`src/rtl/stage4ma.sv`:
```
// Memory-access pipeline stage: forwards ALU results or runs one req/ack memory
// transaction per instruction, stalling execute until it completes or times out.
module stage4ma #(
    parameter int DATA_W  = 24,
    parameter int TIMEOUT = 16
) (
    input  logic              clk,
    input  logic              rst,
    input  logic              enable,
    input  logic [11:0]       pc_in,
    input  logic              mem_rd,
    input  logic              mem_wr,
    input  logic [11:0]       addr_in,
    input  logic [DATA_W-1:0] wdata_in,
    input  logic [DATA_W-1:0] result_in,
    input  logic              flush,
    output logic              stall_out,
    output logic              mem_req,
    output logic              mem_we,
    output logic [11:0]       mem_addr,
    output logic [DATA_W-1:0] mem_wdata,
    input  logic              mem_ack,
    input  logic [DATA_W-1:0] mem_rdata,
    output logic [11:0]       pc_out,
    output logic              enable_out,
    output logic [DATA_W-1:0] result_out,
    output logic              mem_fault
);

    typedef enum logic {
        IDLE   = 1'b0,
        ACCESS = 1'b1
    } state_t;

    localparam int CNT_W = $clog2(TIMEOUT);
    localparam logic [CNT_W-1:0] CNT_LAST = CNT_W'(TIMEOUT - 1);

    state_t            state, state_next;
    logic              accept, done, timed_out, kill_now;
    logic [CNT_W-1:0]  cnt;
    logic              is_rd, killed;
    logic [11:0]       pc_lat;
    logic [DATA_W-1:0] res_lat;

    // NOTE: every always_comb output gets a default first so no path leaves it unassigned (no latch).
    always_comb begin
        state_next = state;
        accept     = 1'b0;
        done       = 1'b0;
        timed_out  = 1'b0;
        case (state)
            IDLE: begin
                if (enable && !flush) begin
                    accept = 1'b1;
                    if (mem_rd || mem_wr) state_next = ACCESS;
                end
            end
            ACCESS: begin
                // Ack beats timeout when both land in the same cycle.
                if (mem_ack) begin
                    done       = 1'b1;
                    state_next = IDLE;
                end else if (cnt == CNT_LAST) begin
                    done       = 1'b1;
                    timed_out  = 1'b1;
                    state_next = IDLE;
                end
            end
            default: state_next = IDLE;
        endcase
    end

    assign stall_out = (state == ACCESS);
    assign mem_req   = (state == ACCESS);
    assign kill_now  = killed | flush;

    // NOTE: sequential state uses non-blocking assignments so all registers update from pre-edge values.
    always_ff @(posedge clk or negedge rst) begin
        if (!rst) state <= IDLE;
        else      state <= state_next;
    end

    always_ff @(posedge clk or negedge rst) begin
        if (!rst) begin
            cnt        <= '0;
            is_rd      <= 1'b0;
            killed     <= 1'b0;
            pc_lat     <= '0;
            res_lat    <= '0;
            mem_we     <= 1'b0;
            mem_addr   <= '0;
            mem_wdata  <= '0;
            pc_out     <= '0;
            enable_out <= 1'b0;
            result_out <= '0;
            mem_fault  <= 1'b0;
        end else begin
            enable_out <= 1'b0;
            mem_fault  <= 1'b0;

            if (accept) begin
                if (mem_rd || mem_wr) begin
                    mem_we    <= mem_wr & ~mem_rd;
                    is_rd     <= mem_rd;
                    mem_addr  <= addr_in;
                    mem_wdata <= wdata_in;
                    pc_lat    <= pc_in;
                    res_lat   <= result_in;
                    killed    <= 1'b0;
                    cnt       <= '0;
                end else begin
                    pc_out     <= pc_in;
                    result_out <= result_in;
                    enable_out <= 1'b1;
                end
            end

            if (state == ACCESS) begin
                if (flush) killed <= 1'b1;
                if (done) begin
                    mem_we <= 1'b0;
                    // A killed request finishes silently: no valid, no fault.
                    if (!kill_now) begin
                        enable_out <= 1'b1;
                        mem_fault  <= timed_out;
                        pc_out     <= pc_lat;
                        result_out <= timed_out ? '0 : (is_rd ? mem_rdata : res_lat);
                    end
                end else begin
                    cnt <= cnt + 1'b1;
                end
            end
        end
    end

endmodule

```
`config.mk`:
```
export PLATFORM = sky130hd
export DESIGN_NAME = stage4ma
export DESIGN_NICKNAME = d
export VERILOG_FILES = /design/src/rtl/stage4ma.sv
export SDC_FILE = /design/constraint.sdc
export NUM_CORES = 1
export LEC_CHECK = 0
export CAP_MARGIN = 40
export CORE_ASPECT_RATIO = 0.75
export CORE_MARGIN = 8
export CORE_UTILIZATION = 25
export CTS_BUF_LIST = sky130_fd_sc_hd__clkbuf_16
export CTS_CLUSTER_DIAMETER = 150
export DETAILED_ROUTE_END_ITERATION = 10
export SLEW_MARGIN = 20
export SYNTH_ARGS = -nofsm -noshare
export SYNTH_HDL_FRONTEND = slang
export SYNTH_SLANG_ARGS = --single-unit
```
`constraint.sdc`:
```
create_clock -name clk -period 2.34 [get_ports clk]
set_input_delay 0.702 -clock clk [delete_from_list [all_inputs] [get_ports clk]]
set_output_delay 0.702 -clock clk [all_outputs]
set_load 0.02 [all_outputs]
```
==> results_dict.tcl <==
set metrics [dict create \
    drc 0 \
    grt_pass1_wl_um 25500 \
    power_frac_seq 0.375 \
    finalHoldViolCount 0 \
    dpl.hpwl_um 10800 \
    num_vias 4290 \
    setup_ws_ns 0.145 \
    ys_seq_area_frac 0.569 \
    syn_nets 640 \
    timing.fmax_mhz 455 \
    die_y_um 141 \
    ys_ff_latch 118 \
    power.leakage_nw 3.87 \
    ctsHoldBuffers 0 \
    rsz0062_at_grt "false" \
    io_pins 180 \
    internal-power_mw 5.24 \
    cts_buffer_depth 2 \
    ant_nets 0 \
    clock-skew-final_ns 0.00970 \
    worstPathCellList "clkdlybuf4s50_1" \
    wl_per_cell_um 15.8 \
    insertion_delay_ns 0.41 \
    cp-start-kind "flop" \
    nNetsFinal 823 \
    combPwrFrac 0.318 \
    cts-root-buf "clkbuf_16" \
    antenna_found_initial 1 \
    yosys.area.top_type "dfrtp_1" \
    maxCapViolCount 0 \
    crit_buf_inv 1 \
    powerDensity_nw_per_um2 975 \
    endpoint_kind "output pin" \
    globalRouteOverflowTotal 0 \
    finalCritPeriodShare 0.938 \
    die_w_um 182 \
    finalMaxSlewViolations 0 \
    cts.repair.resized 0 \
    finalSetupViolations 0 \
    n_antenna_cell 0 \
    worstReg2RegStart "cnt[0]" \
    synthCells 536 \
    status "complete, no violations" \
    period_needed_ns 2.20 \
    die-area_um2 25700 \
    io_buffers 179 \
    start_util 0.255 \
    worstPathRequired_ns 1.64 \
    grt_pass1_vias 4522 \
    layout_commonest_cell "nand2_1" \
    cts_tree "built" \
    crit_type "reg -> out" \
    initialDrtViolationCount 223 \
    dr.pass1.iters 4 \
    worst_slew_pin_slew_ns 0.461 \
    slowest_stage "clkdlybuf4s50_1" \
    num_rows 45 \
    core-area_um2 20300 \
    netlist_area_um2 5190 \
    final_cell_mix "nand2_1, clkdlybuf4s50_1, dfrtp_1" \
    slew_headroom 0.692 \
    swShare 0.319 \
    cts_inserted_buffers 17 \
    viasPerCell 4.23 \
    grt_util_all_layers 0.127 \
    cp_max_fo 10 \
    avgSynthCellArea_um2 9.69 \
    hp-class "in -> async" \
    cp.arrival_ns 1.49 \
    synthDominantCellAreaShare 0.569 \
    synth_area_leaders "dfrtp_1, nand2_1, mux2i_1" \
    peakVddDrop_v 0.000409 \
    critPathTopFamily "buffers and inverters" \
    setup_tns_ns 0 \
    areaGrowthSynthToFinish_pct 52.2 \
    cts_sinks 118 \
    worst_path_largest_cell_delay_ns 0.63 \
    p_sw_mw 2.46 \
    post_cts_buffers 0 \
    routed_wl_um 16000 \
    yosysWarnings 0 \
    drive_gt1_frac 0.104 \
    ys_types 26 \
    htree_levels 4 \
    clkPwrFrac 0.307 \
    crit_start "mem_req" \
    gp_congestion 0.752 \
    pre_cts_ws_ns -0.198 \
    clkTransAtPathRegs_ns 0.06 \
    grt_start_max_net_pins 74 \
]
-- registers in the layout, summed over array words and instances, names as in the netlist --
| name | count |
|---|---|
| pc_out | 12 |
| mem_addr | 12 |
| is_rd | 1 |
| res_lat | 24 |
| mem_req | 1 |
| mem_wdata | 24 |
| result_out | 24 |
| enable_out | 1 |
| pc_lat | 12 |
| killed | 1 |
| mem_we | 1 |
| cnt | 4 |
| mem_fault | 1 |
-- cell type report --
cell class                      instances  area (um2)
Fill cell                            2025       12400
Timing Repair Buffer                  198        2050
Multi-Input combinational cell        384        2020
Clock inverter                         15         100
Clock buffer                           17         425
Tap cell                              282         353
Sequential cell                       118        2950
-- kinds of logic after synthesis --
kind of cell,after synthesis,share of synthesized area
AND/OR/NAND/NOR,254,0.192
flip-flops,118,0.569
AO/OA/AOI/OAI,67,0.0665
multiplexers,62,0.125
buffers and inverters,34,0.0453
adder cells (fa/ha/maj),1,0.00241
-- final timing paths --
kind	slack, ns	cells past startpoint	endpoint
setup / recovery	0.14	1	stall_out
max in group asynchronous	1.47	2	result_out[3]
hold reg to reg	0.47	2	mem_wdata[0]
hold / removal	0.23	1	res_lat[13]
min in group clk	0.47	2	mem_wdata[0]
setup reg to reg	0.34	6	result_out[4]
-- power groups by stage --
stage	clock network, mW	registers, mW	logic, mW
2_1_floorplan	0	3.35	0.744
3_3_place_gp	0	2.91	2.46
3_5_place_dp	0	2.91	2.49
4_1_cts	2.45	2.90	2.49
5_1_grt	2.54	2.96	2.66
6_report	2.37	2.89	2.45
-- synth_stat cells --
cell type and count:
nand2_4 1, a22o_1 1, or4b_1 1, nor2_1 16, buf_6 8, buf_4 10
o31ai_1 1, dfrtp_1 118, a21oi_1 61, a31oi_1 1, a21o_1 1, nand3_1 3
o21ai_0 1, ha_1 1, and2_1 1, mux2_2 24, nand2_1 225, clkbuf_1 8
clkbuf_2 1, mux2i_1 38, buf_2 7, nor2b_1 3, nor3_1 1, nand4_1 2
o21ai_1 1, nor3b_2 1
-- layer usage --
metal | track usage | part of all wire
met5 | 0 | 0.00081
met4 | 0.0314 | 0.0079
met3 | 0.0742 | 0.11
met2 | 0.178 | 0.41
met1 | 0.163 | 0.47
-- stage by stage --
stage	std cells	power, mW	area (um2)	hold WS [ns]	utilization
6_report	1014	7.70	7900	0.229	0.389
5_1_grt	1014	8.16	7900	0.249	0.389
4_1_cts	1014	7.84	7900	0.242	0.389
3_5_place_dp	982	5.40	7370	0.460	0.363
3_3_place_gp	982	5.37	7370	0.455	0.363
2_1_floorplan	536	4.09	5190	0.406	-
No activity file was read; power rests on OpenSTA's default activity.
